File: src/rtl/fetch_unit.sv
// Instruction-fetch stage: PC owner, single-outstanding ibus requester, IF/ID producer.
// Optional FETCH_PERF_CNT_EN adds fetch_cnt / flush_cnt performance counters.
package core_pkg;
  typedef struct packed {
    logic [31:0] raw_instr;
    logic [63:0] pc;
    logic        is_bubble;
  } fetch_data_t;
endpackage

module fetch_unit
  import core_pkg::*;
#(
  parameter logic [63:0] RESET_PC = 64'h8000_0000
) (
  input  logic        clk,
  input  logic        reset_n,
  input  logic        stall,
  input  logic        redirect_valid,
  input  logic [63:0] redirect_pc,
  output logic        ireq_valid,
  output logic [63:0] ireq_addr,
  input  logic        iresp_data_ok,
  input  logic [31:0] iresp_data,
  output fetch_data_t dataF_in,
  output logic        Iwait
`ifdef FETCH_PERF_CNT_EN
  ,
  output logic [31:0] fetch_cnt,
  output logic [31:0] flush_cnt
`endif
);

  typedef enum logic [1:0] {
    S_IDLE,
    S_REQ,
    S_FLUSH,
    S_HOLD
  } state_t;

  state_t      state;
  logic [63:0] pc_q;
  logic [63:0] pend_pc;
  logic [31:0] inst_q;
  logic        hold;

  always_ff @(posedge clk or negedge reset_n) begin
    if (!reset_n) begin
      state   <= S_IDLE;
      pc_q    <= RESET_PC;
      pend_pc <= 64'h0;
      inst_q  <= 32'h0;
    end else begin
      unique case (state)
        S_IDLE: state <= S_REQ;
        S_REQ: begin
          if (redirect_valid && iresp_data_ok) begin
            pc_q <= redirect_pc;
          end else if (redirect_valid) begin
            pend_pc <= redirect_pc;
            state   <= S_FLUSH;
          end else if (iresp_data_ok) begin
            inst_q <= iresp_data;
            state  <= S_HOLD;
          end
        end
        // request stays on the bus until it completes, then is discarded
        S_FLUSH: begin
          if (iresp_data_ok) begin
            pc_q  <= redirect_valid ? redirect_pc : pend_pc;
            state <= S_REQ;
          end else if (redirect_valid) begin
            pend_pc <= redirect_pc;
          end
        end
        S_HOLD: begin
          if (redirect_valid) begin
            pc_q  <= redirect_pc;
            state <= S_REQ;
          end else if (!stall) begin
            pc_q  <= pc_q + 64'd4;
            state <= S_REQ;
          end
        end
        default: state <= S_IDLE;
      endcase
    end
  end

  assign hold       = (state == S_HOLD);
  assign ireq_valid = (state == S_REQ) || (state == S_FLUSH);
  assign ireq_addr  = pc_q;
  assign Iwait      = !hold;

  assign dataF_in.raw_instr = hold ? inst_q : 32'h0;
  assign dataF_in.pc        = pc_q;
  assign dataF_in.is_bubble = !hold;

`ifdef FETCH_PERF_CNT_EN
  logic consume;
  logic drop;

  assign consume = hold && !stall && !redirect_valid;
  assign drop    = iresp_data_ok &&
                   (((state == S_REQ) && redirect_valid) ||
                    (state == S_FLUSH));

  always_ff @(posedge clk or negedge reset_n) begin
    if (!reset_n) begin
      fetch_cnt <= 32'h0;
      flush_cnt <= 32'h0;
    end else begin
      if (consume) fetch_cnt <= fetch_cnt + 32'd1;
      if (drop) flush_cnt <= flush_cnt + 32'd1;
    end
  end
`endif

endmodule

File: config.mk
export PLATFORM = sky130hd
export DESIGN_NAME = fetch_unit
export DESIGN_NICKNAME = d
export VERILOG_FILES = /design/src/rtl/fetch_unit.sv
export SDC_FILE = /design/constraint.sdc
export NUM_CORES = 1
export LEC_CHECK = 0
export BUFFER_PORTS_ARGS = -buffer_cell sky130_fd_sc_hd__clkbuf_2
export CAP_MARGIN = 20
export CORE_MARGIN = 1.5
export CORE_UTILIZATION = 48
export CTS_CLUSTER_SIZE = 16
export DETAILED_ROUTE_END_ITERATION = 8
export GPL_TIMING_DRIVEN = 1
export PLACE_DENSITY = 0.76
export SYNTH_ARGS = -nofsm -noshare
export SYNTH_HDL_FRONTEND = slang
export SYNTH_SLANG_ARGS = --single-unit
export TNS_END_PERCENT = 30
File: constraint.sdc
create_clock -name clk -period 2.4 [get_ports clk]
set_input_delay 0.12 -clock clk [delete_from_list [all_inputs] [get_ports clk]]
set_output_delay 0.12 -clock clk [all_outputs]
set_load 0.02 [all_outputs]
==> run metrics, run 1 <==
status finished, final reports clean; detailed router's first-iteration violation count 1022; DR top layer met5; RSZ-0062 raised after global routing no; Register Area 4060 um^2; Area contributors post-synth dfrtp_1, mux2_2, buf_4; Startpoint Class flop; final hold violation count 0; Synth warnings 0; Total Routing Usage GR 0.306; area leader, netlist dfrtp_1; CTS max path bufs 2; period utilisation layout 0.968; routed wl met2 15.1 mm; hold crit path type in -> reg; Worst Max-Slew Pin Slew 0.618 ns; Die Wd 142 um; root buf cell clkbuf_16; RePlAce Congestion 0.894; vias in the first global route 9115; Fin Hold WS 0.114 ns; EDFF count, synth 0; Max Clock Skew 0.00863 ns; post-detailed-route via-to-cell ratio 6.01; synth cell count leaders dfrtp_1, mux2_2, o21ai_0, buf_4, nand2_1; clock power share 0.157; Sw Ratio 0.449; Core ar. 18800 um^2; FFs w/ async S/R, synth 1.00; Skew-Pair Late Insertion Delay 0.43 ns; I/O pin cnt 264; CTS sink cnt 162; Fmax 431 MHz; fin area 12800 um^2; Pwr Total 18000 uW; Yosys reg bits 162; Post-Synthesis Cells 946; cell-internal power 9930 uW; Slowest-stage cell, CP a2111o_2; Post-Place Cell Area 11100 um^2; maxcap violations 0; Leak Pwr 0.00581 uW; CTS tree yes; count of different cell masters after synthesis 62; initial antenna violation count 4; area of the multi-input gates 4460 um^2; drt total wl 31.2 mm; Max stage delay on crit path 0.55 ns; Post-route DRC 0; final setup violation count 0; wl on met1 12.3 mm; sequential share of power 0.294; largest net degree at the start of global routing 63; Peak VDD IR 0.816 mV; count leader, synth dfrtp_1; Fin Setup TNS 0 ns; Initial Utilization 0.493; worst path cell trace ha_2 -> nor2b_2 -> a2111o_2 -> buf_12 -> or4_1 -> nor2_1 -> a311o_1; clk slew on worst S/H paths 0.06 ns; H-tree lvl count 4; pwr/cell area 1410 nW/um^2; std cell rows 50; first-pass GRT wire length 48.0 mm; GRT overflow 0; Main synth FF type dfrtp_1; Die Span Y 142 um; drt wl/cell 19.8 um; IO Port Bufs 263; FILL cells 1397; DP HPWL 21.1 mm; CP Capture Type flop; Detailed Routing Iterations Pass 1 6; area growth from synthesis to layout 37.9%; NetSw 8080 uW; # nets final 1408; Final min period 2.32 ns; Crit Path Class reg -> reg; via count 9470; Antenna Nets Post-Route 0; CP Buf/Inv Count 1; CP delay by family, top simple AND/OR/NAND/NOR gates; Comb pwr share 0.549; Mapped Area 9280 um^2; max-slew violations 0; syn_area_per_cell 9.80 um^2; Critical Path AT 2.69 ns; WL met3 2.99 mm; top cell type's share of synthesized area 0.434; Worst Path Max Fanout 8; sequential element share of the synthesized area 0.437; slew margin rel. 0.588; layout cells sized above 1 0.399; Critical Path RT 2.76 ns; TritonCTS buffer count 17; Post-Syn Nets 1052; die area 20200 um^2
what timing repair did:
item | 4_1_cts | 5_1_grt
hold buffers | 97 | 0
resized for setup | 0 | 8
cloned | 0 | 2
setup buffers | 0 | 5
hold endpoints to repair | 154 | 0
endpoints found under the setup margin | 2 | 24
pin swaps | 1 | 3
power by group through the flow:
stage / logic [uW] / registers (uW) / clock network (uW)
3_5_place_dp: 9310 / 5280 / 0
2_1_floorplan: 5680 / 5850 / 0
6_report: 9880 / 5290 / 2830
4_1_cts: 9500 / 5230 / 2860
3_3_place_gp: 9100 / 5180 / 0
5_1_grt: 10600 / 5440 / 2980
stage by stage:
| step | cells | utilization | setup WS (ns) |
|---|---|---|---|
| after global placement | 1439 | 0.590 | 0.0736 |
| after global routing | 1576 | 0.679 | 0.00256 |
| final | 1577 | 0.679 | 0.0772 |
| after floorplan | 946 | - | 0.0114 |
| after CTS | 1568 | 0.674 | 0.0133 |
| after detailed placement | 1439 | 0.590 | 0.0259 |
final cells by class:
type / count / share of cell area
sequential: 162 / 0.317
clock inverter: 9 / 0.0101
inverter: 14 / 0.00411
clock buffer: 23 / 0.0374
antenna: 2 / 0.000391
timing repair buffer: 473 / 0.256
multi-input combinational: 634 / 0.349
tap: 260 / 0.0254
cells in the final DEF, fill, tap and decap left out, types with 4 or more instances in the layout:
master / netlist / routed
or4_1: 11 / 11
a22oi_1: 38 / 38
buf_4: 65 / 102
mux2_2: 96 / 96
o211ai_1: 9 / 9
nor3_1: 17 / 17
a31oi_1: 8 / 8
a22o_1: 11 / 11
o311ai_0: 6 / 5
nand2_1: 63 / 62
a311o_1: 9 / 9
a221oi_1: 12 / 12
dlygate4sd3_1: 0 / 97
clkbuf_2: 1 / 262
nand4_1: 38 / 38
dfrtp_1: 161 / 159
and2_1: 37 / 37
buf_12: 0 / 8
and3_1: 4 / 4
nand3_1: 37 / 37
o31a_1: 7 / 7
or3_1: 5 / 5
nor2_1: 36 / 36
nor4b_1: 5 / 5
o21ai_0: 68 / 68
nand3b_1: 5 / 5
a221o_1: 5 / 5
clkbuf_16: 0 / 19
inv_1: 14 / 13
nor4_1: 25 / 22
a21oi_1: 27 / 27
final timing paths:
check,from,endpoint,slack (ns),cells after the start
min,iresp_data_ok,state[0],0.11,3
max in group asynchronous,reset_n,ireq_addr[50],1.34,3
max reg2reg,state[1],ireq_addr[50],0.08,7
min reg2reg,inst_q[12],inst_q[12],0.50,1
min in group asynchronous,reset_n,inst_q[29],0.25,2
max,state[1],ireq_addr[50],0.08,7
flip-flops by register name, summed over array words and instances, names as in the netlist:
| name | cells |
|---|---|
| inst_q | 32 |
| ireq_addr | 64 |
| pend_pc | 64 |
| state | 2 |
metal layers:
| metal | track usage | vias up |
|---|---|---|
| met1 | 0.395 | 4616 |
| met5 | 0 | - |
| met4 | 0.0988 | 4 |
| met3 | 0.0794 | 77 |
| li1 | - | 4198 |
| met2 | 0.503 | 575 |
worst min-delay path, cell delays in order:
cell and delay, ns:
clkbuf_2 0.15, o21ai_0 0.17, a21oi_1 0.07
cells by family after synthesis:
family                     after synthesis  synth area share
AOI/OAI and AO/OA                      228             0.170
DFF                                    162             0.437
and+or+nand+nor                        300             0.176
muxes                                   99             0.120
buffers and inverters                  150            0.0882
xor gates and xnor gates                 2           0.00189
adders and majority gates                5           0.00674
No activity file was read; power rests on OpenSTA's default activity.
==> run 2: changes to the inputs <==
ABC_AREA = 1   (was not set)
CORE_UTILIZATION = 49   (was 48)
MAX_ROUTING_LAYER = met4   (was not set)
PLACE_DENSITY = 0.75   (was 0.76)
==> run 2 against run 1 <==
  * Synthesized cell count grew 56%
  * Flip-flop and latch count is the same
  * Global-route usage grew 0.62 points
  * Sequential share of layout area shrank 0.14 points
  * Via count grew 14%
  * Worst hold slack lost 0.094 ns
  * Count of clock-buffer cells in the layout shrank 4
  * Cell count grew 25%
  * First-iteration DRC count shrank 5.7%
  * Total power grew 3.4%
  * Highest routed layer is now met4
==> run metrics, run 2 <==
# nets final 1789 (was 1408); sequential element share of the synthesized area 0.378 (was 0.437); Total Routing Usage GR 0.312 (was 0.306); drt total wl 33.8 mm (was 31.2 mm); syn_area_per_cell 7.26 um^2 (was 9.80 um^2); period utilisation layout 0.940 (was 0.968); count of different cell masters after synthesis 42 (was 62); area leader, netlist dfrtp_1 (unchanged); die area 22800 um^2 (was 20200 um^2); Antenna Nets Post-Route 0 (unchanged); Yosys reg bits 162 (unchanged); Post-Synthesis Cells 1476 (was 946); Mapped Area 10700 um^2 (was 9280 um^2); Area contributors post-synth dfrtp_1, nand2_1, inv_1 (was dfrtp_1, mux2_2, buf_4); FFs w/ async S/R, synth 1.00 (unchanged); most common cell after layout, fill and taps aside nand2_1 (was clkbuf_2); I/O pin cnt 264 (unchanged); max-slew violations 0 (unchanged); Max Clock Skew 0.0105 ns (was 0.00863 ns); post-detailed-route via-to-cell ratio 5.48 (was 6.01); Fin Hold WS 0.0209 ns (was 0.114 ns); drt wl/cell 17.1 um (was 19.8 um); status finished, final reports clean (unchanged); GRT overflow 0 (unchanged); Main synth FF type dfrtp_1 (unchanged); area growth from synthesis to layout 19.8% (was 37.9%); Startpoint Class flop (unchanged); Post-Place Cell Area 11900 um^2 (was 11100 um^2); CTS max path bufs 2 (unchanged); count leader, synth nand2_1 (was dfrtp_1); Die Span Y 151 um (was 142 um); cell-internal power 9130 uW (was 9930 uW); IO Port Bufs 263 (unchanged); vias in the first global route 10100 (was 9115); synth cell count leaders nand2_1, dfrtp_1, inv_1, nor2_1, o21ai_0 (was dfrtp_1, mux2_2, o21ai_0, buf_4, nand2_1); Initial Utilization 0.505 (was 0.493); Detailed Routing Iterations Pass 1 6 (unchanged); std cell rows 53 (was 50); layout cells sized above 1 0.233 (was 0.399); Fmax 443 MHz (was 431 MHz); Sw Ratio 0.509 (was 0.449); Final Util 0.605 (was 0.679); Comb pwr share 0.545 (was 0.549); worst hold path cell count 3 (unchanged); RSZ-0062 raised after global routing no (unchanged); reg2reg path depth 8 (was 7); Peak VDD IR 0.961 mV (was 0.816 mV); RePlAce Congestion 0.936 (was 0.894); Worst Path Max Fanout 33 (was 8); sequential share of power 0.303 (was 0.294); largest net degree at the start of global routing 116 (was 63); Synth warnings 0 (unchanged); NetSw 9480 uW (was 8080 uW); FILL cells 1936 (was 1397); maxcap violations 0 (unchanged); CTS sink cnt 162 (unchanged); Core ar. 21200 um^2 (was 18800 um^2); Skew-Pair Late Insertion Delay 0.43 ns (about the same); slew margin rel. 0.542 (was 0.588); root buf cell clkbuf_16 (unchanged); area of the multi-input gates 5260 um^2 (was 4460 um^2); final setup violation count 0 (unchanged); H-tree lvl count 4 (unchanged); DP HPWL 24.0 mm (was 21.1 mm); first-pass GRT wire length 53.3 mm (was 48.0 mm); fin area 12800 um^2 (about the same); Worst Max-Slew Pin Slew 0.687 ns (was 0.618 ns); pwr/cell area 1450 nW/um^2 (was 1410 nW/um^2); initial antenna violation count 3 (was 4); Post-Syn Nets 1582 (was 1052); Register Area 4060 um^2 (about the same); Final min period 2.26 ns (was 2.32 ns); EDFF count, synth 0 (unchanged); CP Capture Type flop (unchanged); Critical Path AT 2.55 ns (was 2.69 ns); clk slew on worst S/H paths 0.07 ns (was 0.06 ns); final hold violation count 0 (unchanged); Die Wd 151 um (was 142 um); top cell type's share of synthesized area 0.376 (was 0.434); Critical Path RT 2.70 ns (was 2.76 ns); Crit Path Class reg -> reg (unchanged); CTS tree yes (unchanged); clock power share 0.153 (was 0.157); hold crit path type in -> reg (unchanged); TritonCTS buffer count 17 (unchanged); fin worst setup slack 0.144 ns (was 0.0772 ns); pre-CTS setup slack 0.146 ns (was 0.0259 ns); most frequent cells in the layout nand2_1, clkbuf_2, dfrtp_1 (was clkbuf_2, dfrtp_1, buf_4); via count 10800 (was 9470); Fin Setup TNS 0 ns (unchanged); Post-route DRC 0 (unchanged); Leak Pwr 0.00634 uW (was 0.00581 uW); detailed router's first-iteration violation count 964 (was 1022)
run 2: timing repair:
action / CTS / global route
gates resized for setup: 0 / 1
setup buffers: 0 / 0
hold endpoints to repair: 99 / 0
hold buffers: 35 / 0
endpoints found under the setup margin: 0 / 1
run 2: layout make-up:
class | count | share of cell area
sequential | 162 | 0.316
clock buffer | 19 | 0.0345
timing repair buffer | 322 | 0.151
inverter | 166 | 0.0487
multi-input combinational | 1014 | 0.410
tap | 275 | 0.0268
antenna | 3 | 0.000585
clock inverter | 13 | 0.0126
run 2: power groups by stage:
stage | clock network (uW) | logic (uW) | registers [uW]
finish | 2840 | 10100 | 5630
global route | 2980 | 11200 | 5810
CTS | 2870 | 10100 | 5590
detailed placement | 0 | 9970 | 5630
global placement | 0 | 9780 | 5570
floorplan | 0 | 7050 | 5810
run 2: critical path: stages, from the launching register on:
cell and delay, ns:
dfrtp_1 0.40, ha_1 0.29, inv_1 0.15, nor2_4 0.07
a21oi_1 0.20, nand3_2 0.11, buf_4 0.28, a211oi_1 0.48
a21oi_1 0.14
run 2: kinds of logic after synthesis:
| group | Yosys count | share of synthesized area |
|---|---|---|
| AND/OR/NAND/NOR | 614 | 0.245 |
| AO/OA/AOI/OAI | 341 | 0.187 |
| buffers and inverters | 300 | 0.132 |
| flip-flops | 162 | 0.378 |
| multiplexers | 32 | 0.0336 |
| XOR/XNOR | 22 | 0.0180 |
| adder cells (fa/ha/maj) | 5 | 0.00584 |
run 2: path summary, 6_finish.rpt:
check | to | slack [ns] | startpoint
min in group asynchronous | ireq_addr[57] | 0.24 | reset_n
min | ireq_addr[4] | 0.02 | redirect_pc[4]
max | ireq_addr[46] | 0.14 | state[0]
max reg2reg | ireq_addr[46] | 0.14 | state[0]
min reg2reg | pend_pc[1] | 0.48 | pend_pc[1]
max in group asynchronous | pend_pc[62] | 1.35 | reset_n
run 2: routing by layer:
metal	wire (um)	up-vias	GRT usage
met5	0	-	-
met4	641	0	0.0820
met3	3450	54	0.0639
met2	15300	537	0.472
met1	14400	5071	0.426
li1	-	5150	-
run 2: metrics by stage:
step,total power (uW),cells
global placement,15400,1904
CTS,18500,1971
floorplan,12900,1476
global route,20000,1974
detailed placement,15600,1904
finish,18600,1974
